==> config.mk <==
export PLATFORM = sky130hd
export DESIGN_NAME = cart_ioctl_loader
export DESIGN_NICKNAME = d
export VERILOG_FILES = /design/src/rtl/rcastudio_pkg.sv /design/src/rtl/cart_wr_fifo.sv /design/src/rtl/cart_ioctl_loader.sv
export SDC_FILE = /design/constraint.sdc
export NUM_CORES = 1
export LEC_CHECK = 0
export BUFFER_PORTS_ARGS = -buffer_cell sky130_fd_sc_hd__buf_2
export CAP_MARGIN = 20
export CELL_PAD_IN_SITES_DETAIL_PLACEMENT = 0
export CELL_PAD_IN_SITES_GLOBAL_PLACEMENT = 2
export CORE_MARGIN = 2
export CORE_UTILIZATION = 40
export CTS_CLUSTER_SIZE = 40
export DETAILED_ROUTE_END_ITERATION = 10
export GPL_ROUTABILITY_DRIVEN = 0
export HOLD_SLACK_MARGIN = 0.02
export MAX_ROUTING_LAYER = met4
export PLACE_DENSITY_LB_ADDON = 0.1
export SLEW_MARGIN = 20
export SYNTH_ARGS = -nofsm -noshare
export SYNTH_HDL_FRONTEND = slang
export SYNTH_SLANG_ARGS = --single-unit
==> constraint.sdc <==
create_clock -name clk_sys -period 4.1 [get_ports clk_sys]
set_clock_uncertainty 0.2 [all_clocks]
set_input_delay 0.41 -clock clk_sys [delete_from_list [all_inputs] [get_ports clk_sys]]
set_output_delay 0.41 -clock clk_sys [all_outputs]
set_load 0.01 [all_outputs]
==> src/rtl/rcastudio_pkg.sv <==
// Shared types for the Studio II cartridge loader: index constant, loader state, FIFO entry.
// Latency: n/a (types only).
// Backpressure: n/a.
package rcastudio_pkg;

    localparam logic [7:0] CART_IDX    = 8'h01;
    localparam int         CART_ADDR_W = 12;

    typedef enum logic [1:0] {
        IDLE  = 2'd0,
        LOAD  = 2'd1,
        DRAIN = 2'd2
    } ld_state_t;

    typedef struct packed {
        logic [CART_ADDR_W-1:0] addr;
        logic [7:0]             data;
    } cart_wr_t;

endpackage

==> src/rtl/cart_wr_fifo.sv <==
// Synchronous FIFO of cartridge write entries with flush; head is visible combinationally.
// Latency: a push is visible at the head the cycle after it is written.
// Backpressure: none internal; the producer watches count/full, a push into a full FIFO is dropped.
import rcastudio_pkg::*;

module cart_wr_fifo #(
    parameter int  DEPTH = 4,
    parameter int  CW    = $clog2(DEPTH) + 1,
    parameter type T     = cart_wr_t
) (
    input  logic          clk_sys,
    input  logic          reset_n,
    input  logic          flush,
    input  logic          push,
    input  T              wr_dat,
    input  logic          pop,
    output T              rd_dat,
    output logic [CW-1:0] count,
    output logic          full,
    output logic          empty
);

    localparam int PW = $clog2(DEPTH);

    T                mem [DEPTH];
    logic [PW-1:0]   wr_ptr;
    logic [PW-1:0]   rd_ptr;
    logic            do_push;
    logic            do_pop;

    // flush dominates so a restart never sees stale entries
    assign do_push = push && !flush && !full;
    assign do_pop  = pop && !flush && !empty;

    assign full   = (count == CW'(DEPTH));
    assign empty  = (count == '0);
    assign rd_dat = mem[rd_ptr];

    always_ff @(posedge clk_sys) begin
        if (do_push) begin
            mem[wr_ptr] <= wr_dat;
        end
    end

    always_ff @(posedge clk_sys or negedge reset_n) begin
        if (!reset_n) begin
            wr_ptr <= '0;
            rd_ptr <= '0;
            count  <= '0;
        end else if (flush) begin
            wr_ptr <= '0;
            rd_ptr <= '0;
            count  <= '0;
        end else begin
            if (do_push) wr_ptr <= wr_ptr + 1'b1;
            if (do_pop)  rd_ptr <= rd_ptr + 1'b1;
            unique case ({do_push, do_pop})
                2'b10:   count <= count + 1'b1;
                2'b01:   count <= count - 1'b1;
                default: count <= count;
            endcase
        end
    end

endmodule

==> src/rtl/cart_ioctl_loader.sv <==
// hps_io download receiver: filters the cart index, buffers bytes, writes cart RAM over req/ack.
// Latency: 2 cycles ioctl_wr -> mem_req with an empty FIFO; 1 write/cycle with mem_ack high.
// Backpressure: registered ioctl_wait at count >= FIFO_DEPTH-1. CART_CHECKSUM_EN builds cart_sum.
import rcastudio_pkg::*;

module cart_ioctl_loader #(
    parameter logic [7:0] CART_INDEX = CART_IDX,
    parameter int         ADDR_W     = 12,
    parameter int         FIFO_DEPTH = 4
) (
    input  logic              clk_sys,
    input  logic              reset_n,
    input  logic              ioctl_download,
    input  logic [7:0]        ioctl_index,
    input  logic              ioctl_wr,
    input  logic [24:0]       ioctl_addr,
    input  logic [7:0]        ioctl_dout,
    output logic              ioctl_wait,
    output logic              mem_req,
    input  logic              mem_ack,
    output logic [ADDR_W-1:0] mem_addr,
    output logic [7:0]        mem_data,
    output logic              cart_valid,
    output logic [ADDR_W:0]   cart_size,
    output logic              cart_overflow,
    output logic              load_done,
    output logic [15:0]       cart_sum
);

    localparam int CW = $clog2(FIFO_DEPTH) + 1;

    typedef struct packed {
        logic [ADDR_W-1:0] addr;
        logic [7:0]        data;
    } wr_t;

    ld_state_t       state;
    logic            active;
    logic            active_q;
    logic            act_rise;
    logic            act_fall;
    logic            in_range;
    logic            wr_load;
    logic            push;
    logic            pop;
    logic            flush;
    logic [ADDR_W:0] push_end;
    wr_t             push_dat;
    wr_t             head_dat;
    logic [CW-1:0]   fifo_count;
    logic            fifo_full;
    logic            fifo_empty;

    assign active   = ioctl_download && (ioctl_index == CART_INDEX);
    assign act_rise = active && !active_q;
    assign act_fall = !active && active_q;
    assign in_range = ~|ioctl_addr[24:ADDR_W];
    assign wr_load  = (state == LOAD) && active && ioctl_wr;
    assign push     = wr_load && in_range;
    assign push_end = {1'b0, ioctl_addr[ADDR_W-1:0]} + 1'b1;
    assign push_dat = '{addr: ioctl_addr[ADDR_W-1:0], data: ioctl_dout};

    // a restart while bytes are still queued discards them; the in-flight write still completes
    assign flush = act_rise && (state != IDLE);
    assign pop   = (!mem_req || mem_ack) && !fifo_empty && !flush;

    cart_wr_fifo #(
        .DEPTH (FIFO_DEPTH),
        .CW    (CW),
        .T     (wr_t)
    ) u_fifo (
        .clk_sys (clk_sys),
        .reset_n (reset_n),
        .flush   (flush),
        .push    (push),
        .wr_dat  (push_dat),
        .pop     (pop),
        .rd_dat  (head_dat),
        .count   (fifo_count),
        .full    (fifo_full),
        .empty   (fifo_empty)
    );

    always_ff @(posedge clk_sys or negedge reset_n) begin
        if (!reset_n) begin
            state      <= IDLE;
            active_q   <= 1'b0;
            cart_valid <= 1'b0;
            load_done  <= 1'b0;
        end else begin
            active_q  <= active;
            load_done <= 1'b0;
            if (act_rise) begin
                state      <= LOAD;
                cart_valid <= 1'b0;
            end else begin
                unique case (state)
                    IDLE:  state <= IDLE;
                    LOAD:  if (act_fall) state <= DRAIN;
                    DRAIN: begin
                        if (fifo_empty && !mem_req) begin
                            state      <= IDLE;
                            cart_valid <= 1'b1;
                            load_done  <= 1'b1;
                        end
                    end
                    default: state <= IDLE;
                endcase
            end
        end
    end

    always_ff @(posedge clk_sys or negedge reset_n) begin
        if (!reset_n) begin
            cart_size     <= '0;
            cart_overflow <= 1'b0;
        end else if (act_rise) begin
            cart_size     <= '0;
            cart_overflow <= 1'b0;
        end else begin
            // addr < CART_MAX on every push, so the running max saturates at CART_MAX by itself
            if (push && (push_end > cart_size)) cart_size <= push_end;
            if (wr_load && !in_range)           cart_overflow <= 1'b1;
        end
    end

`ifdef CART_CHECKSUM_EN
    logic [15:0] sum_q;

    always_ff @(posedge clk_sys or negedge reset_n) begin
        if (!reset_n) begin
            sum_q <= 16'h0000;
        end else if (act_rise) begin
            sum_q <= 16'h0000;
        end else if (push) begin
            sum_q <= sum_q + {8'h00, ioctl_dout};
        end
    end

    assign cart_sum = sum_q;
`else
    assign cart_sum = 16'h0000;
`endif

    always_ff @(posedge clk_sys or negedge reset_n) begin
        if (!reset_n) begin
            mem_req    <= 1'b0;
            mem_addr   <= '0;
            mem_data   <= 8'h00;
            ioctl_wait <= 1'b0;
        end else begin
            ioctl_wait <= (fifo_count >= CW'(FIFO_DEPTH - 1));
            if (pop) begin
                mem_req  <= 1'b1;
                mem_addr <= head_dat.addr;
                mem_data <= head_dat.data;
            end else if (mem_ack) begin
                mem_req  <= 1'b0;
            end
        end
    end

    // the registered ioctl_wait leaves room for exactly one late strobe; more is a bug upstream
    assert property (@(posedge clk_sys) disable iff (!reset_n) !(push && fifo_full && !pop));

endmodule
==> results_dict.tcl <==
set metrics [dict create \
    layout.cells.non_filler 727 \
    cp-start-kind "input port" \
    netlist_instances 429 \
    syn_area_sq_mm 0.00580 \
    worstSetupPathType "in2reg" \
    ctsHoldBuffers 8 \
    placed_cell_area_sq_mm 0.00639 \
    h-tree-depth 4 \
    yosysSeqAreaShare_pct 62.2 \
    drc 0 \
    dieWidth_um 124 \
    hpwl_um 7910 \
    layout-drive-gt1-share_pct 27.6 \
    clk_pin_slew_worst_paths_ns 0.05 \
    synth_common_cells "nand2_1 (96), edfxtp_1 (80), dfrtp_1 (48)" \
    ios 100 \
    worstPathCellList "buf_2, nor4b_4, nand4b_4, inv_2, ha_1, buf_4, o21a_1, a21oi_1, nor4b_4, nor2_1, fa_1, nor3_1, o31ai_1, a21o_1, a21oi_1" \
    fp.coreArea_sq_mm 0.0140 \
    status "complete, no violations" \
    synth_cell_types 48 \
    setup_viol 0 \
    finish.instance_area_sq_mm 0.00705 \
    n_antenna_cell 0 \
    clock-root-buffer "clkbuf_16" \
    routedWlPerCell_um 16.5 \
    avgSynthCellArea_sq_um 13.5 \
    netlist.area_leader.share_pct 41.5 \
    port_buffers 83 \
    dr.pass1.iters 4 \
    ant_nets 0 \
    fmax_mhz 326 \
    synth-edff-count 80 \
    post_cts_buffers 0 \
    area_delta_synth_final_pct 21.6 \
    path_max_fanout 11 \
    crit_slowest_cell "nor4b_4" \
    cts_tree "done" \
    clk_latency_ns 0.41 \
    synth_seq_cells 128 \
    arrival_ns 3.20 \
    cp.required_ns 4.24 \
    max_cap_viol_count 0 \
    nNetsFinal 601 \
    die_y_um 124 \
    overflow 0 \
    vias 3590 \
    grt_pass1_vias 3739 \
    utilization_pct 50.2 \
    crit_family "simple AND/OR/NAND/NOR gates" \
    grt_pass1_wl_um 19400 \
    ctsResizeCount 0 \
    cts_buffers 17 \
    p_per_area_mw_per_mm2 573 \
    num_rows 43 \
    first_iter_violations 182 \
    drv_slew 0 \
    cts.sinks 128 \
    dp.cells 687 \
    async_flop_share_pct 37.5 \
    synth_top_area_cell "edfxtp_1" \
    antenna_found_initial 0 \
    timing.hold.ws_ns 0.0508 \
    worstMarginPinSlew_ns 1.01 \
    routed_wl_um 12000 \
    period_share_pct 74.7 \
    crit_buf_inv 3 \
    yosysMostFrequentCell "nand2_1" \
    synthTopCellsByArea "edfxtp_1 (41%), dfrtp_1 (21%), mux4_2 (7.8%), nand2_1 (6.2%), ha_1 (4.3%)" \
    via_per_inst 4.94 \
    die_area_sq_mm 0.0155 \
    ir_worst_vdd_mv 0.353 \
    cts_buffer_depth 2 \
    slowest_delay_ns 0.46 \
    grt_max_degree 49 \
    timing.slew.headroom_pct 32.8 \
    rsz0062_at_grt "false" \
    period_minus_slack_ns 3.06 \
    endpoint_kind "register" \
    p_leak_nw 3.05 \
    hold_violations 0 \
    start_util_pct 41.3 \
    worstHoldPathType "in2reg" \
    setup_tns_ns 0 \
    ys.flop_type "edfxtp_1" \
    yosysWarnings 0 \
    grt_usage_pct 16.8 \
]
layer usage:
layer | routed length, um | GRT usage (%)
met1 | 5480 | 21.1
met2 | 5870 | 26.7
met3 | 459 | 4.17
met4 | 189 | 6.15
met5 | 0 | -
layout by cell type, fill, tap and decap left out, types with 12 or more instances in the layout:
| cell type | count |
|---|---|
| conb_1 | 16 |
| edfxtp_1 | 80 |
| nand2_1 | 96 |
| nor2_1 | 14 |
| dfrtp_1 | 48 |
| ha_1 | 20 |
| mux4_2 | 20 |
| mux2i_1 | 13 |
| buf_2 | 83 |
| clkbuf_16 | 17 |
| inv_1 | 17 |
| xnor2_1 | 12 |
power by group:
part,switching (mW),total [mW],internal (mW)
clock network,0.528,1.47,0.943
registers,0.135,1.65,1.52
logic,0.478,0.916,0.438
final timing paths:
check,start,slack [ns],cells past startpoint,to
setup / recovery,ioctl_index[0],1.04,15,u_fifo.count[2]
hold / removal,ioctl_dout[2],0.05,1,u_fifo.mem[3][2]
setup reg to reg,active_q,1.09,12,u_fifo.count[2]
hold reg to reg,mem_data[4],0.26,2,mem_data[4]
max in group asynchronous,reset_n,2.76,3,cart_size[6]
min in group asynchronous,reset_n,0.47,3,mem_data[3]
registers in the layout (all words and copies together), names as in the netlist, 2 cells and up:
| name | count |
|---|---|
| u_fifo.mem | 80 |
| mem_data | 8 |
| cart_size | 13 |
| u_fifo.wr_ptr | 2 |
| u_fifo.rd_ptr | 2 |
| mem_addr | 12 |
| u_fifo.count | 3 |
| state | 2 |
metrics by stage:
| step | total power, mW | setup slack, ns |
|---|---|---|
| after floorplan | 2.29 | 0.786 |
| after global placement | 2.61 | 0.735 |
| after detailed placement | 2.61 | 0.620 |
| after CTS | 4.11 | 1.06 |
| after global routing | 4.27 | 0.842 |
| final | 4.04 | 1.04 |
layout make-up:
class | count | area (sq um)
fillers | 1250 | 7000
repair buffers | 100 | 563
clock inverters | 13 | 145
well taps | 180 | 225
inverters | 19 | 71.3
multi-input cells | 268 | 2000
flip-flops and latches | 128 | 3600
clock buffers | 19 | 433
cell families (layout without fill, tap and decap cells):
logic type               Yosys count  in the layout  share of synthesized area [%]
multiplexers                      35             35                           10.4
XOR/XNOR                          14             14                           2.12
buffers and inverters             48            151                           4.30
AND/OR/NAND/NOR                  158            158                           13.5
other                              1             16                         0.0647
AO/OA/AOI/OAI                     24             24                           2.81
adder cells (fa/ha/maj)           21             21                           4.66
flip-flops                       128            128                           62.2
Note: power is estimated with default switching activity, not from simulation.
